`src/rtl/gcbp_field_gen.sv`:
```
`default_nettype none
// ============================================================================
// Module   : gcbp_field_gen
// Function : Two-field interlaced raster generator. Produces the field flag,
//            blanking flags, pixel/line position and a frame-start strobe
//            that marks pixel (0,0) of every field 0.
// Revision : 1.0 - initial release
// ============================================================================
module gcbp_field_gen #(
  parameter int C_CNT_BITS = 11,
  parameter int C_H_ACTIVE = 720,
  parameter int C_H_TOTAL  = 858,
  parameter int C_V_ACTIVE = 240,
  parameter int C_F0_LINES = 263,
  parameter int C_F1_LINES = 262
) (
  input  logic                  i_clk,
  input  logic                  i_resetn,
  input  logic                  i_enable,
  output logic                  o_field_0,
  output logic                  o_hblank,
  output logic                  o_vblank,
  output logic                  o_active,
  output logic [C_CNT_BITS-1:0] o_pixel_x,
  output logic [C_CNT_BITS-1:0] o_line_y,
  output logic                  o_frame_start,
  output logic                  o_busy
);

  localparam logic [1:0] S_IDLE    = 2'd0;
  localparam logic [1:0] S_FIELD_0 = 2'd1;
  localparam logic [1:0] S_FIELD_1 = 2'd2;

  localparam logic [C_CNT_BITS-1:0] C_ONE      = C_CNT_BITS'(1);
  localparam logic [C_CNT_BITS-1:0] C_X_LAST   = C_CNT_BITS'(C_H_TOTAL - 1);
  localparam logic [C_CNT_BITS-1:0] C_Y0_LAST  = C_CNT_BITS'(C_F0_LINES - 1);
  localparam logic [C_CNT_BITS-1:0] C_Y1_LAST  = C_CNT_BITS'(C_F1_LINES - 1);
  localparam logic [C_CNT_BITS-1:0] C_X_ACTIVE = C_CNT_BITS'(C_H_ACTIVE);
  localparam logic [C_CNT_BITS-1:0] C_Y_ACTIVE = C_CNT_BITS'(C_V_ACTIVE);

  logic [1:0]            state;
  logic [1:0]            state_nxt;
  logic [C_CNT_BITS-1:0] pix_x;
  logic [C_CNT_BITS-1:0] pix_x_nxt;
  logic [C_CNT_BITS-1:0] line_y;
  logic [C_CNT_BITS-1:0] line_y_nxt;
  logic                  frame_start;
  logic                  frame_start_nxt;
  logic                  line_end;
  logic                  busy;

  assign line_end = (pix_x == C_X_LAST);

  // State, counter and frame-start registers; reset forces idle immediately.
  always_ff @(posedge i_clk) begin
    if (!i_resetn) begin
      state       <= S_IDLE;
      pix_x       <= '0;
      line_y      <= '0;
      frame_start <= 1'b0;
    end else begin
      state       <= state_nxt;
      pix_x       <= pix_x_nxt;
      line_y      <= line_y_nxt;
      frame_start <= frame_start_nxt;
    end
  end

  // Next-state and counter advance; enable is only looked at in idle and at
  // the very last pixel of field 1 so a frame is never cut short.
  always_comb begin
    state_nxt       = state;
    pix_x_nxt       = pix_x;
    line_y_nxt      = line_y;
    frame_start_nxt = 1'b0;
    case (state)
      S_IDLE: begin
        pix_x_nxt  = '0;
        line_y_nxt = '0;
        if (i_enable) begin
          state_nxt       = S_FIELD_0;
          frame_start_nxt = 1'b1;
        end
      end
      S_FIELD_0: begin
        if (line_end) begin
          pix_x_nxt = '0;
          if (line_y == C_Y0_LAST) begin
            state_nxt  = S_FIELD_1;
            line_y_nxt = '0;
          end else begin
            line_y_nxt = line_y + C_ONE;
          end
        end else begin
          pix_x_nxt = pix_x + C_ONE;
        end
      end
      S_FIELD_1: begin
        if (line_end) begin
          pix_x_nxt = '0;
          if (line_y == C_Y1_LAST) begin
            line_y_nxt = '0;
            if (i_enable) begin
              state_nxt       = S_FIELD_0;
              frame_start_nxt = 1'b1;
            end else begin
              state_nxt = S_IDLE;
            end
          end else begin
            line_y_nxt = line_y + C_ONE;
          end
        end else begin
          pix_x_nxt = pix_x + C_ONE;
        end
      end
      default: begin
        state_nxt  = S_IDLE;
        pix_x_nxt  = '0;
        line_y_nxt = '0;
      end
    endcase
  end

  // Outputs decoded from registers only; blanking is forced high while idle.
  always_comb begin
    busy          = (state != S_IDLE);
    o_busy        = busy;
    o_field_0     = (state != S_FIELD_1);
    o_hblank      = !busy || (pix_x >= C_X_ACTIVE);
    o_vblank      = !busy || (line_y >= C_Y_ACTIVE);
    o_active      = busy && (pix_x < C_X_ACTIVE) && (line_y < C_Y_ACTIVE);
    o_pixel_x     = pix_x;
    o_line_y      = line_y;
    o_frame_start = frame_start;
  end

endmodule
`default_nettype wire

```
`config.mk`:
```
export PLATFORM = sky130hd
export DESIGN_NAME = gcbp_field_gen
export DESIGN_NICKNAME = d
export VERILOG_FILES = /design/src/rtl/gcbp_field_gen.sv
export SDC_FILE = /design/constraint.sdc
export NUM_CORES = 1
export LEC_CHECK = 0
export CORE_MARGIN = 5
export CORE_UTILIZATION = 50
export DETAILED_ROUTE_END_ITERATION = 12
export DONT_BUFFER_PORTS = 1
export PLACE_DENSITY_LB_ADDON = 0.15
export SYNTH_ARGS = -nofsm -noshare
export SYNTH_HDL_FRONTEND = slang
export SYNTH_SLANG_ARGS = --single-unit
```
`constraint.sdc`:
```
create_clock -name i_clk -period 6.55 [get_ports i_clk]
set_clock_uncertainty 0.2 [all_clocks]
set_input_delay 0 -clock i_clk [delete_from_list [all_inputs] [get_ports i_clk]]
set_output_delay 0 -clock i_clk [all_outputs]
set_load 0.02 [all_outputs]
```
# Yosys cells after proc, flatten, opt, wreduce, memory -nomap -nowiden
# Index checks and enable logic that the tools add are counted.
# totals
ff_bits	25
inputBits	3
output_inout_bits	28
elab_cells	50
# op_classes
n_addsub	2
magnitude_cmp	4
eq_ne	11
n_mux	16
bitwise	2
reduce_logical	11
# op_table
cell	count
$mux W11	4
$add A11 B1 Y11 const B	2
$eq A11 B9 Y1 const B	2
$pmux W11 S2	1
$ne A2 B2 Y1 const B	6
$eq A11 B10 Y1 const B	1
$ge A11 B10 Y1 const B	1
$ge A11 B8 Y1 const B	1
$lt A11 B10 Y1 const B	1
$lt A11 B8 Y1 const B	1
$mux W2	5
$pmux W2 S3	1
$reduce_and A5 Y1	1
$mux W1	4
$reduce_or A3 Y1	1
$eq A2 B1 Y1 const B	1
$eq A2 B2 Y1 const B	1
$logic_and A1 B1 Y1	2
$logic_not A2 Y1	1
$logic_or A1 B1 Y1	2
$not A1 Y1	2
$pmux W1 S2	1
$reduce_and A2 Y1	1
$reduce_bool A2 Y1	1
other kinds (2)	2

# Logic depth before layout (Yosys ltp)
# logic_depth
word_depth	4
ltp_mapped	7
depth_no_buf	6

# Worst setup path before layout
# OpenSTA, ideal clock, no wires.
# synth_timing
path_kind	register to register
from	reg pix_x[0] (netlist: o_pixel_x[0])
to	reg state[0]
setup_time_ns	0.118
arrival_time_ns	1.852
required_ns	6.232
setup_slack_ns	4.380
path_stages_with_launch	6
synth_period_minus_slack_ns	2.170
cell_sequence	dfxtp_1 -> ha_1 -> nand4bb_1 -> o31a_1 -> or4_4 -> mux2i_1
# synth_via
elab_chain_cells	3
word_cells_on_any_way	4
cone_classes	3 x eq/ne; 1 x reduce/logical
# synth_lines
element	line	rtl
start: declaration	43	logic [C_CNT_BITS-1:0] pix_x;
start signal: assignment	63	pix_x <= pix_x_nxt;
$eq A11 B10 Y1 *	52	assign line_end = (pix_x == C_X_LAST);
$ne A2 B2 Y1 (no source line)	-	
$reduce_and A5 Y1 (no source line) *	-	
end signal: assignment	62	state <= state_nxt;
end: declaration	41	logic [1:0] state;
# Mark *: on every way between the ends. The rest lies on a longest branch, timed or not.
# A chain may end at the register's enable or synchronous reset.

# Worst setup path in the final report
# layout_timing
from	reg line_y[1] (netlist: o_line_y[1])
to	reg line_y[2] (netlist: o_line_y[2])
# layout_via
elab_chain_cells	4
word_cells_on_any_way	8
cone_classes	1 x add/sub; 2 x eq/ne; 5 x mux
# layout_lines
element	line	rtl
start: declaration	45	logic [C_CNT_BITS-1:0] line_y;
start signal: assignment	64	line_y <= line_y_nxt;
$add A11 B1 Y11 (tied with other cells)	92, 110	
$mux W11 (on tied branches)	101, 88	
$mux W11 (on tied branches)	99, 86	
$pmux W11 S2 *	76	case (state)
# Mark *: on every way between the ends. The rest lies on a longest branch, timed or not. The select of a mux whose other input is x is not followed.

==> flow_metrics.tcl <==
set metrics [dict create \
    finalWeightedCongestion 0.833 \
    synth.ff_latch_count 25 \
    postLayoutCoreUtil_pct 53.6 \
    fp-row-count 20 \
    first_pass_iters 4 \
    r2r-end "o_line_y[2]" \
    crit_path_max_incr_delay_ns 0.86 \
    cp_top_family "compound AO/OA/AOI/OAI gates" \
    number_of_h_tree_levels 1 \
    grt_setup_unrepaired "false" \
    global_route.usage.met1_pct 26.1 \
    vdd.ir_drop.worst_mv 0.149 \
    floorplan.die.height_um 65.3 \
    first_global_vias 1286 \
    timing.final.max_slew_violations 0 \
    synth_top_cells_by_area "sky130_fd_sc_hd__dfxtp_1 33%, sky130_fd_sc_hd__ha_1 9.0%, sky130_fd_sc_hd__o2111ai_1 5.7%, sky130_fd_sc_hd__nand3_1 4.2%, sky130_fd_sc_hd__xnor2_1 4.0%" \
    min_delay_worst_endpoint "o_frame_start" \
    tmin_final_ns 3.00 \
    max-cap-violations 0 \
    post_route_cells_drive_above_1_share_pct 6.63 \
    whs_ns 0.123 \
    viasPerCell 6.36 \
    cts_repair_resize_count 0 \
    netlist-cell-type-count 42 \
    critical_path_cell_count 6 \
    starting_density_of_the_core_pct 51.0 \
    io-pin-count 31 \
    critical_path_peak_fanout 14 \
    die_x_um 65.3 \
    synth_seq_area_share_pct 32.7 \
    critical_path_required_ns 6.58 \
    detailed_route_wire_length_um 3600 \
    final_min_period_over_clock_period_pct 45.7 \
    synth.yosys.warnings 0 \
    buffers_plus_inverters_on_the_worst_setup_path 1 \
    cts.reportedPaths.clkPinSlew_ns 0.15 \
    nets 196 \
    number_of_buffers_added_on_ports 0 \
    drtIter0Drc 82 \
    antennaDiodeCount 0 \
    synthDominantAreaCellType "sky130_fd_sc_hd__dfxtp_1" \
    worstHoldPathType "in -> reg" \
    reg2reg_slack_ns 3.55 \
    min-delay-start "i_resetn" \
    critPathLaunchType "flip-flop" \
    cts_made_buffers 3 \
    timing.rr.start "o_line_y[1]" \
    postCtsSetupBuffers 0 \
    max_slew_margin_pct 25.8 \
    outcome "finished clean" \
    synth-edff-count 0 \
    post-route-cell-area_um2 1610 \
    post_synth_instance_area_um2 1530 \
    power_leakage_nw 0.504 \
    async_flop_share_pct 0 \
    clock_latency_ns 0.33 \
    wire_length_of_the_first_global_routing_pass_um 6160 \
    use_met2_pct 25.7 \
    power.density_nw_per_um2 255 \
    worst_path_cell_with_the_longest_stage_delay "sky130_fd_sc_hd__a31oi_1" \
    hpwl_um 2620 \
    die_area_um2 4270 \
    root_buffer "sky130_fd_sc_hd__clkbuf_4" \
    track_usage_pct 18.0 \
    tritoncts "done" \
    max-clock-path-buffers 2 \
    critical_path_endpoint_category "flip-flop" \
    fin_setup_tns_ns 0 \
    post_cts_hold_buffer_count 3 \
    synthCells 181 \
    post_synth.cell_area_avg_um2 8.46 \
    synth-main-ff-cell "sky130_fd_sc_hd__dfxtp_1" \
    grt_remaining_overflow 0 \
    synth_top_area_share_pct 32.7 \
    post_synthesis_net_count 195 \
    critPathKind "reg -> reg" \
    worstRegToRegCells 6 \
    post_dp_cell_area_um2 1550 \
    globalRouteMet3Util_pct 3.76 \
    core_region_area_um2 3000 \
    setup_viol 0 \
    worstHoldPathCells 3 \
    postRouteAntennaNets 0 \
    pin_count_of_the_biggest_net_entering_global_routing 17 \
    list_of_cells_traversed_by_the_critical_path "inv_1 > ha_1 > nor4b_1 > a31oi_1 > o211ai_1 > o311ai_1" \
    antenna_violations_before_repair 0 \
    avgRoutedWirePerCell_um 16.8 \
    gr-max-usage-layer "met1" \
    area_growth_pct 5.15 \
    via_count 1362 \
    worstMarginPinSlew_ns 1.11 \
    clkSinkCount 25 \
    timing.critical_path.from "o_line_y[1]" \
    crit_path_arrival_time_ns 3.03 \
    drt_drc 0 \
    hold_viol 0 \
    fmax_mhz 334 \
]
## how the worst max path moves through the flow
stage and end:
3_5_place_dp o_line_y[2], 5_1_grt o_line_y[2], 6_report o_line_y[2], 2_1_floorplan state[0], 4_1_cts o_line_y[2], 3_3_place_gp o_line_y[2]
## stage by stage
step / setup slack (ns) / cells / power [W]
2_1_floorplan: 4.38 / 181 / 0.000304
3_3_place_gp: 3.76 / 207 / 0.000334
3_5_place_dp: 3.61 / 207 / 0.000338
4_1_cts: 3.58 / 214 / 0.000416
5_1_grt: 3.14 / 214 / 0.000439
6_report: 3.55 / 214 / 0.000411
## layout by cell type (no fill, tap or decap), types with 3 or more instances in the layout
master and count:
sky130_fd_sc_hd__xnor2_1 7, sky130_fd_sc_hd__a21oi_1 3, sky130_fd_sc_hd__dfxtp_1 25, sky130_fd_sc_hd__nor3_1 4, sky130_fd_sc_hd__inv_1 16, sky130_fd_sc_hd__o221ai_1 5
sky130_fd_sc_hd__clkbuf_4 3, sky130_fd_sc_hd__ha_1 11, sky130_fd_sc_hd__nand2b_1 3, sky130_fd_sc_hd__o2111ai_1 10, sky130_fd_sc_hd__nand4_1 5, sky130_fd_sc_hd__dlygate4sd3_1 3
sky130_fd_sc_hd__o211ai_1 5, sky130_fd_sc_hd__nand3_1 13, sky130_fd_sc_hd__nand2_1 15, sky130_fd_sc_hd__nor2_1 15
## where the power goes
group          internal (W)  switching [W]
sequential         0.000162      0.0000176
combinational     0.0000486       0.000110
clock             0.0000234      0.0000498
## cell type report
cell class | instances | area, um2
Tap cell | 33 | 41.3
Multi-Input combinational cell | 132 | 941
Sequential cell | 25 | 500
Fill cell | 289 | 1390
Clock inverter | 1 | 7.51
Timing Repair Buffer | 4 | 37.5
Inverter | 16 | 60.1
Clock buffer | 3 | 22.5
## flip-flops by register name (all words and copies together) (netlist names)
name	flops
o_pixel_x	11
o_frame_start	1
state	2
o_line_y	11
## cell usage after synthesis (3+ instances only)
library cell	count
sky130_fd_sc_hd__a21oi_1	3
sky130_fd_sc_hd__clkbuf_1	8
sky130_fd_sc_hd__dfxtp_1	25
sky130_fd_sc_hd__ha_1	11
sky130_fd_sc_hd__inv_1	16
sky130_fd_sc_hd__nand2_1	15
sky130_fd_sc_hd__nand2b_1	3
sky130_fd_sc_hd__nand3_1	13
sky130_fd_sc_hd__nand4_1	5
sky130_fd_sc_hd__nor2_1	15
sky130_fd_sc_hd__nor3_1	4
sky130_fd_sc_hd__o2111ai_1	10
sky130_fd_sc_hd__o211ai_1	5
sky130_fd_sc_hd__o221ai_1	5
sky130_fd_sc_hd__xnor2_1	7
## metal layers
metal / vias up / wire (um)
li1: 668 / -
met1: 648 / 1690
met2: 44 / 1600
met3: 2 / 273
met4: 0 / 29
met5: - / 0
## cell families after synthesis
group / count (synthesis) / share of synthesized area, %
fa+ha+maj: 11 / 8.99
xor+xnor: 9 / 5.15
mux: 2 / 1.31
compound gates: 34 / 17.6
simple gates: 76 / 28.3
flops: 25 / 32.7
buf+inv: 24 / 5.88
## tightest hold or removal path, delay by kind of cell
| family | cells | cell delay, ns |
|---|---|---|
| buffers and inverters | 1 | 0.54 |
| AND/OR/NAND/NOR | 1 | 0.04 |
| AO/OA/AOI/OAI | 1 | 0.04 |
No activity file was read; power rests on OpenSTA's default activity.
